==> config.mk <==
export PLATFORM = sky130hd
export DESIGN_NAME = uart_tx_core_flat
export DESIGN_NICKNAME = d
export VERILOG_FILES = /design/src/rtl/uart_tx_core_if.sv /design/src/rtl/uart_tx_core.sv /design/src/flat_wrapper.sv
export SDC_FILE = /design/constraint.sdc
export NUM_CORES = 1
export LEC_CHECK = 0
export CELL_PAD_IN_SITES_DETAIL_PLACEMENT = 1
export CELL_PAD_IN_SITES_GLOBAL_PLACEMENT = 1
export CORE_MARGIN = 3
export CORE_UTILIZATION = 28
export CTS_CLUSTER_DIAMETER = 150
export DETAILED_ROUTE_END_ITERATION = 8
export PLACE_DENSITY_LB_ADDON = 0.1
export SLEW_MARGIN = 10
export SYNTH_ARGS = -nofsm -noshare
export SYNTH_HDL_FRONTEND = slang
export SYNTH_SLANG_ARGS = --single-unit
==> constraint.sdc <==
create_clock -name clk -period 2.8 [get_ports clk]
set_input_delay 0.84 -clock clk [delete_from_list [all_inputs] [get_ports clk]]
set_output_delay 0.84 -clock clk [all_outputs]
set_load 0.05 [all_outputs]
==> src/rtl/uart_tx_core_if.sv <==
// Parallel-side and line-side signals of the UART transmitter.
// The master modport belongs to whoever feeds bytes in; the slave modport
// is the transmitter itself.
interface uart_tx_core_if #(
  parameter int DATA_WIDTH = 8
);
  logic [DATA_WIDTH-1:0] P_DATA;
  logic                  data_valid;
  logic [5:0]            prescale;
  logic                  parity_enable;
  logic                  parity_type;
  logic                  TX_OUT;
  logic                  busy;
  logic                  tx_done;

  modport master (
    output P_DATA, data_valid, prescale, parity_enable, parity_type,
    input  TX_OUT, busy, tx_done
  );

  modport slave (
    input  P_DATA, data_valid, prescale, parity_enable, parity_type,
    output TX_OUT, busy, tx_done
  );
endinterface

==> src/rtl/uart_tx_core.sv <==
// UART transmitter: start bit, DATA_WIDTH data bits LSB first, optional
// parity bit, one stop bit. Each bit lasts `prescale` clocks (0 acts as 1).
// The byte and the line configuration are latched when the frame is
// accepted, so input changes mid-frame only affect the next frame.
// All outputs come straight from flops.
module uart_tx_core #(
  parameter int DATA_WIDTH = 8
) (
  input  logic           clk,
  input  logic           rst,
  uart_tx_core_if.slave  bus
);

  localparam int IDX_W = ($clog2(DATA_WIDTH) < 4) ? 4 : $clog2(DATA_WIDTH);
  localparam logic [IDX_W-1:0] LAST_IDX = IDX_W'(DATA_WIDTH - 1);

  typedef enum logic [2:0] {
    IDLE,
    START,
    DATA,
    PARITY,
    STOP
  } state_t;

  state_t                state, state_nxt;
  logic [5:0]            cnt, cnt_nxt;
  logic [5:0]            last_cnt, last_cnt_nxt;
  logic [IDX_W-1:0]      idx, idx_nxt;
  logic [DATA_WIDTH-1:0] data_q, data_nxt;
  logic [DATA_WIDTH-1:0] data_shift;
  logic                  par_en_q, par_en_nxt;
  logic                  par_type_q, par_type_nxt;
  logic                  tx_out_nxt, busy_nxt, tx_done_nxt;
  logic                  bit_end;
  logic                  par_bit;

  assign bit_end = (cnt == last_cnt);
  // Odd parity is the complement of even parity over the latched byte.
  assign par_bit = (^data_q) ^ par_type_q;

  // Next-state, counter, shadow-capture and registered-output decode.
  always_comb begin
    // NOTE: every output of this block gets a default first, so no path can
    // leave one unassigned and infer a latch.
    state_nxt    = state;
    cnt_nxt      = cnt;
    last_cnt_nxt = last_cnt;
    idx_nxt      = idx;
    data_nxt     = data_q;
    par_en_nxt   = par_en_q;
    par_type_nxt = par_type_q;
    tx_done_nxt  = 1'b0;

    if (state != IDLE) begin
      cnt_nxt = bit_end ? 6'd0 : cnt + 6'd1;
    end

    case (state)
      IDLE: begin
        cnt_nxt = 6'd0;
        idx_nxt = '0;
        if (bus.data_valid) begin
          state_nxt    = START;
          data_nxt     = bus.P_DATA;
          last_cnt_nxt = (bus.prescale == 6'd0) ? 6'd0 : bus.prescale - 6'd1;
          par_en_nxt   = bus.parity_enable;
          par_type_nxt = bus.parity_type;
        end
      end
      START: begin
        if (bit_end) begin
          state_nxt = DATA;
          idx_nxt   = '0;
        end
      end
      DATA: begin
        if (bit_end) begin
          if (idx == LAST_IDX) begin
            state_nxt = par_en_q ? PARITY : STOP;
            idx_nxt   = '0;
          end else begin
            idx_nxt = idx + IDX_W'(1);
          end
        end
      end
      PARITY: begin
        if (bit_end) state_nxt = STOP;
      end
      STOP: begin
        if (bit_end) begin
          state_nxt   = IDLE;
          tx_done_nxt = 1'b1;
        end
      end
      default: state_nxt = IDLE;
    endcase

    // Line level is decoded from the state being entered so TX_OUT can be
    // registered without a cycle of lag.
    data_shift = data_nxt >> idx_nxt;
    case (state_nxt)
      START:   tx_out_nxt = 1'b0;
      DATA:    tx_out_nxt = data_shift[0];
      PARITY:  tx_out_nxt = par_bit;
      default: tx_out_nxt = 1'b1;
    endcase
    busy_nxt = (state_nxt != IDLE);
  end

  // FSM, bit timing and shadow configuration registers.
  always_ff @(posedge clk or posedge rst) begin
    if (rst) begin
      state      <= IDLE;
      cnt        <= 6'd0;
      last_cnt   <= 6'd0;
      idx        <= '0;
      // NOTE: the shadow registers are reset too; they are few flops and this
      // keeps X out of the parity path after power-up.
      data_q     <= '0;
      par_en_q   <= 1'b0;
      par_type_q <= 1'b0;
    end else begin
      // NOTE: non-blocking assignments so every flop samples pre-edge values.
      state      <= state_nxt;
      cnt        <= cnt_nxt;
      last_cnt   <= last_cnt_nxt;
      idx        <= idx_nxt;
      data_q     <= data_nxt;
      par_en_q   <= par_en_nxt;
      par_type_q <= par_type_nxt;
    end
  end

  // Registered line and status outputs; reset forces the idle line level.
  always_ff @(posedge clk or posedge rst) begin
    if (rst) begin
      bus.TX_OUT  <= 1'b1;
      bus.busy    <= 1'b0;
      bus.tx_done <= 1'b0;
    end else begin
      bus.TX_OUT  <= tx_out_nxt;
      bus.busy    <= busy_nxt;
      bus.tx_done <= tx_done_nxt;
    end
  end

endmodule

==> src/flat_wrapper.sv <==
// flat-port wrapper written by rule: the top's interface ports become plain ports
module uart_tx_core_flat 
#(
  parameter int DATA_WIDTH = 8
)
  (clk, rst, bus_P_DATA, bus_data_valid, bus_prescale, bus_parity_enable, bus_parity_type, bus_TX_OUT, bus_busy, bus_tx_done);
  uart_tx_core_if #(.DATA_WIDTH(DATA_WIDTH)) bus_i ();
  input  logic clk;
  input  logic rst;
  input wire logic [$bits(bus_i.P_DATA)-1:0] bus_P_DATA;
  input wire logic [$bits(bus_i.data_valid)-1:0] bus_data_valid;
  input wire logic [$bits(bus_i.prescale)-1:0] bus_prescale;
  input wire logic [$bits(bus_i.parity_enable)-1:0] bus_parity_enable;
  input wire logic [$bits(bus_i.parity_type)-1:0] bus_parity_type;
  output wire logic [$bits(bus_i.TX_OUT)-1:0] bus_TX_OUT;
  output wire logic [$bits(bus_i.busy)-1:0] bus_busy;
  output wire logic [$bits(bus_i.tx_done)-1:0] bus_tx_done;
  assign bus_i.P_DATA = bus_P_DATA;
  assign bus_i.data_valid = bus_data_valid;
  assign bus_i.prescale = bus_prescale;
  assign bus_i.parity_enable = bus_parity_enable;
  assign bus_i.parity_type = bus_parity_type;
  assign bus_TX_OUT = bus_i.TX_OUT;
  assign bus_busy = bus_i.busy;
  assign bus_tx_done = bus_i.tx_done;
  uart_tx_core #(.DATA_WIDTH(DATA_WIDTH)) u_core (.clk(clk), .rst(rst), .bus(bus_i));
endmodule
; Word-level counts from Yosys, hierarchy flattened
; Index checks and enable logic that the tools add are counted.
[word_totals]
inputBits = 19
output_inout_bits = 3
elab_cells = 52
register_bits = 32
[classes]
n_addsub = 3
n_reduce_logical = 7
bitwise = 1
n_mux = 21
eq_ne = 9
n_shift = 1
[op_table]
columns = operator, count
row1 = $mux W6, 4
row2 = $mux W3, 7
row3 = $mux W8, 2
row4 = $pmux W3 S5, 1
row5 = $eq A3 B2 Y1 const B, 4
row6 = $mux W4, 3
row7 = $pmux W4 S3, 1
row8 = $reduce_xor A8 Y1, 1
row9 = $shr A8 B4 Y1, 1
row10 = $add A6 B1 Y6 const B, 1
row11 = $eq A3 B1 Y1 const B, 2
row12 = $eq A6 B6 Y1, 1
row13 = $logic_not A6 Y1, 1
row14 = $reduce_bool A3 Y1, 2
row15 = $sub A6 B1 Y6 const B, 1
row16 = $add A4 B1 Y4 const B, 1
row17 = $eq A4 B3 Y1 const B, 1
row18 = $eq A3 B3 Y1 const B, 1
row19 = $logic_not A3 Y1, 1
row20 = $pmux W1 S3, 1
row21 = $mux W1, 2
row22 = $reduce_and A2 Y1, 1
row23 = $reduce_bool A2 Y1, 1
row24 = $xor A1 B1 Y1, 1

; Longest topological paths before layout
[depth]
word_depth = 6
mapped_depth = 9
ltp_nobuf = 9

; Worst setup path after synthesis
; OpenSTA, ideal clock, no wires.
[synth_timing]
path_type = input-to-reg
startpoint = input bus_data_valid
endpoint = register u_core.bus.TX_OUT
setup_slack_ns = 0.688
stages = 9
arrival_time_ns = 2.021
setup_ns = 0.091
path_buffers = 1
t_required_ns = 2.709
cell_sequence = nor2b_1 > and2_1 > clkbuf_1 > nand2_1 > nand2_1 > mux2i_1 > mux2i_1 > mux2i_1 > o31ai_1
[synth_between]
elab_chain_len = 4
elab_cells_between_ends = 9
cone_classes = eq/ne (3) / shift (1) / mux (5)
[synth_lines]
columns = element, line
row1 = "start, declared", flat_wrapper.sv:11  ; input wire logic [$bits(bus_i.data_valid)-1:0] bus_data_valid;
row2 = $mux W8, uart_tx_core.sv:62  ; if (bus.data_valid) begin
row3 = $mux W8, uart_tx_core.sv:58  ; case (state)
row4 = via u_core.data_nxt[5], uart_tx_core.sv:29  ; logic [DATA_WIDTH-1:0] data_q, data_nxt;
row5 = $shr A8 B4 Y1, uart_tx_core.sv:100  ; data_shift = data_nxt >> idx_nxt;
row6 = $pmux W1 S3, uart_tx_core.sv:101  ; case (state_nxt)
row7 = via u_core.tx_out_nxt, uart_tx_core.sv:33  ; logic tx_out_nxt, busy_nxt, tx_done_nxt;
row8 = "end signal, assigned", uart_tx_core.sv:141  ; bus.TX_OUT <= tx_out_nxt;
row9 = "end, declared", uart_tx_core_if.sv:23  ; output TX_OUT, busy, tx_done
; The timed path passes the listed nets, and every way through them passes these cells.
; A chain may end at the register's enable or synchronous reset.

; Worst setup path in the final report
[layout_timing]
startpoint = register u_core.bus.TX_OUT
endpoint = output bus_TX_OUT
[layout_lines]
columns = element, line
row1 = "end, declared", flat_wrapper.sv:15  ; output wire logic [$bits(bus_i.TX_OUT)-1:0] bus_TX_OUT;
; No word-level cell between the ends.

==> insert_results.sql <==
INSERT INTO impl_metrics (metric_group, metric, value, unit) VALUES
('yosys', 'synth_largest_type_area_fraction', '45.66', '%'),
('floorplanning', 'core_area', '5675', 'um2'),
('clock_tree', 'number_of_buffers_between_clock_root_and_the_deepest_sink', '2', ''),
('floorplanning', 'placementRows', '27', ''),
('yosys', 'netlist_top_cells_area', 'sky130_fd_sc_hd__dfrtp_1 (46%), sky130_fd_sc_hd__nand2_1 (9.1%), sky130_fd_sc_hd__xnor2_1 (7.7%), sky130_fd_sc_hd__mux2i_1 (4.1%), sky130_fd_sc_hd__nor2_1 (3.1%)', ''),
('worst_setup_path', 'critical_path_required', '1.96', 'ns'),
('cells_and_area', 'post-route-cell-area', '2107', 'um2'),
('worst_setup_path', 'startpoint_type', 'flop', ''),
('grt', 'grt_first_pass_wirelength', '7141', 'um'),
('yosys', 'most_repeated_cell_in_the_gate_level_netlist_after_synthesis', 'sky130_fd_sc_hd__nand2_1', ''),
('floorplanning', 'die_h', '83.90', 'um'),
('worst_setup_path', 'cell_chain_of_the_critical_path', 'clkdlybuf4s50_1', ''),
('route', 'drcViolationCount', '0', ''),
('cells_and_area', 'antenna-diode-count', '0', ''),
('route', 'wl_per_cell', '14.17', 'um'),
('placement', 'dp_worst_setup_slack', '0.1671', 'ns'),
('placement', 'gp_congestion', '0.7661', ''),
('timing', 'hold_violations', '0', ''),
('floorplanning', 'die_width', '83.90', 'um'),
('timing', 'slew_headroom', '66.89', '%'),
('clock_tree', 'clockRootBuffer', 'sky130_fd_sc_hd__clkbuf_8', ''),
('timing', 'least_margin_pin_slew', '0.4902', 'ns'),
('timing', 'rsz0062_at_grt', 'false', ''),
('yosys', 'netlist_area', '1699', 'um2'),
('worst_setup_path', 'critical-path-slowest-cell', 'sky130_fd_sc_hd__clkdlybuf4s50_1', ''),
('worst_setup_path', 'path_delay_family', 'buffers and inverters', ''),
('worst_setup_path', 'critPathMaxFanout', '1', ''),
('route', 'drt_first_pass_iters', '4', ''),
('route', 'finalWirelength', '3953', 'um'),
('clock_tree', 'setup_fix_bufs_post_cts', '0', ''),
('clock_tree', 'post_cts_hold_fix_bufs', '0', ''),
('worst_setup_path', 'cp_slowest_stage_delay', '0.79', 'ns'),
('worst_setup_path', 'critical_path_arrival', '1.60', 'ns'),
('placement', 'buffer_ports.inserted', '21', ''),
('cells_and_area', 'synthToLayoutAreaGrowth', '24.01', '%'),
('grt', 'grt.overflow.total', '0', ''),
('route', 'first_iter_violations', '69', ''),
('timing', 'min_period', '2.445', 'ns'),
('yosys', 'synth-edff-count', '0', ''),
('yosys', 'post-synth-top-area-cell', 'sky130_fd_sc_hd__dfrtp_1', ''),
('grt', 'globalRouteTotalUtil', '12.71', '%'),
('worst_setup_path', 'critical_path_class', 'reg2out', ''),
('yosys', 'number_of_warnings_issued_by_yosys', '0', ''),
('floorplanning', 'start_util', '29.94', '%'),
('yosys', 'post_synthesis_area_per_instance', '9.492', 'um2'),
('grt', 'grt_antenna_before_repair', '0', ''),
('yosys', 'ys_types', '36', ''),
('status', 'outcome', 'finished, final reports clean', ''),
('yosys', 'async_set_or_reset_flop_fraction_in_the_synthesized_netlist', '100.0', '%'),
('yosys', 'postSynthNetCount', '202', ''),
('clock_tree', 'cts_tree', 'yes', ''),
('clock_tree', 'clock_insertion_delay_worst_skew', '0.28', 'ns'),
('floorplanning', 'die_area', '7039', 'um2'),
('yosys', 'synthTopCellsByCount', 'sky130_fd_sc_hd__nand2_1 (41), sky130_fd_sc_hd__dfrtp_1 (31), sky130_fd_sc_hd__xnor2_1 (15), sky130_fd_sc_hd__nor2_1 (14), sky130_fd_sc_hd__o21ai_0 (10)', ''),
('yosys', 'yosys_register_bits', '32', ''),
('pwr', 'power.density_cell_area', '1029', 'nW/um2'),
('yosys', 'post_synthesis_cells', '179', ''),
('clock_tree', 'path_clk_slew', '0.07', 'ns'),
('clock_tree', 'cts-buffers-inserted', '5', ''),
('route', 'avgViaCountPerCell', '4.749', ''),
('timing', 'fin_crit_sh', '87.31', '%'),
('grt', 'via_count_of_the_first_global_routing_pass', '1464', ''),
('yosys', 'synth_top_flop_cell', 'sky130_fd_sc_hd__dfrtp_1', ''),
('pwr', 'fin_total_pwr', '2.167', 'mW'),
('min_path', 'min-delay-path-class', 'reg2reg', ''),
('route', 'route.vias.total', '1325', ''),
('timing', 'achievable-frequency', '409.1', 'MHz'),
('clock_tree', 'cts_max_level', '2', ''),
('timing', 'postLayoutSetupSlackWorst', '0.3554', 'ns'),
('timing', 'drv_slew', '0', ''),
('pwr', 'leakagePower', '0.9000', 'nW');
path summary, 6_finish.rpt:
kind | cells past startpoint | startpoint | end | slack (ns)
worst max-delay path | 1 | u_core.bus.TX_OUT$_DFF_PP1_ | bus_TX_OUT | 0.36
worst min-delay path | 2 | u_core.last_cnt[3]$_DFFE_PP0P_ | u_core.last_cnt[3]$_DFFE_PP0P_ | 0.52
worst max register to register | 8 | u_core.cnt[3]$_DFF_PP0_ | u_core.bus.TX_OUT$_DFF_PP1_ | 0.46
worst min register to register | 2 | u_core.last_cnt[3]$_DFFE_PP0P_ | u_core.last_cnt[3]$_DFFE_PP0P_ | 0.52
max in group asynchronous | 3 | rst | u_core.bus.TX_OUT$_DFF_PP1_ | 1.52
min in group asynchronous | 3 | rst | u_core.data_q[5]$_DFF_PP0_ | 0.95
report_power, final:
part / switching [mW] / total, mW / internal (mW) / leakage [nW]
sequential: 0.175 / 0.824 / 0.649 / 0.401
combinational: 0.475 / 0.906 / 0.431 / 0.443
clock: 0.174 / 0.438 / 0.264 / 0.0552
total: 0.824 / 2.17 / 1.34 / 0.900
layout by cell type (no fill, tap or decap), types with 2 or more instances in the layout:
master / synthesis / routed
sky130_fd_sc_hd__a21oi_1: 2 / 2
sky130_fd_sc_hd__mux2i_1: 7 / 7
sky130_fd_sc_hd__o31ai_1: 2 / 2
sky130_fd_sc_hd__nor3_1: 4 / 4
sky130_fd_sc_hd__o21ai_0: 10 / 10
sky130_fd_sc_hd__nor2_1: 14 / 14
sky130_fd_sc_hd__inv_1: 7 / 7
sky130_fd_sc_hd__dfrtp_1: 31 / 31
sky130_fd_sc_hd__clkdlybuf4s50_1: 0 / 21
sky130_fd_sc_hd__buf_4: 0 / 3
sky130_fd_sc_hd__ha_1: 4 / 4
sky130_fd_sc_hd__nand3_1: 9 / 9
sky130_fd_sc_hd__clkbuf_8: 0 / 5
sky130_fd_sc_hd__xnor2_1: 15 / 15
sky130_fd_sc_hd__xor2_1: 6 / 6
sky130_fd_sc_hd__nand2_1: 41 / 41
sky130_fd_sc_hd__or3_1: 3 / 3
registers in the layout (all words and copies together), names as in the netlist:
register	cells
u_core.par_en_q	1
u_core.cnt	6
u_core.idx	4
u_core.data_q	8
u_core.state	3
u_core.par_type_q	1
u_core.last_cnt	6
u_core.bus.tx_done	1
u_core.bus.busy	1
u_core.bus.TX_OUT	1
per-layer routing:
layer	global-route usage [%]	share of wire, %	vias to the layer above
li1	-	-	651
met1	15.65	44	649
met2	21.33	51	18
met3	3.159	3.3	7
met4	4.825	1.7	0
met5	0	0	-
logic make-up (layout without fill, tap and decap cells):
logic type      count (synthesis)  after routing  share of synthesized area [%]
xor+xnor                       22             22                          11.78
mux                             7              7                          4.124
simple gates                   80             80                          20.99
flops                          32             32                          47.20
compound gates                 23             23                          10.09
buf+inv                        11             39                          2.872
fa+ha+maj                       4              4                          2.946
per-stage QoR:
step           utilization [%]  std cells  hold slack [ns]
2_1_floorplan                -        179           0.4665
3_3_place_gp             35.23        271           0.4955
3_5_place_dp             35.23        271           0.5124
4_1_cts                  37.13        279           0.5288
5_1_grt                  37.13        279           0.5519
6_report                 37.13        279           0.5177
layout make-up:
class | instances | area [um2] | share of cell area (%)
Clock buffer | 6 | 72.57 | 3.444
Clock inverter | 2 | 35.03 | 1.663
Inverter | 7 | 26.28 | 1.247
Multi-Input combinational cell | 136 | 848.3 | 40.26
Sequential cell | 32 | 802.0 | 38.06
Tap cell | 72 | 90.09 | 4.276
Timing Repair Buffer | 24 | 232.7 | 11.05
No activity file was read; power rests on OpenSTA's default activity.
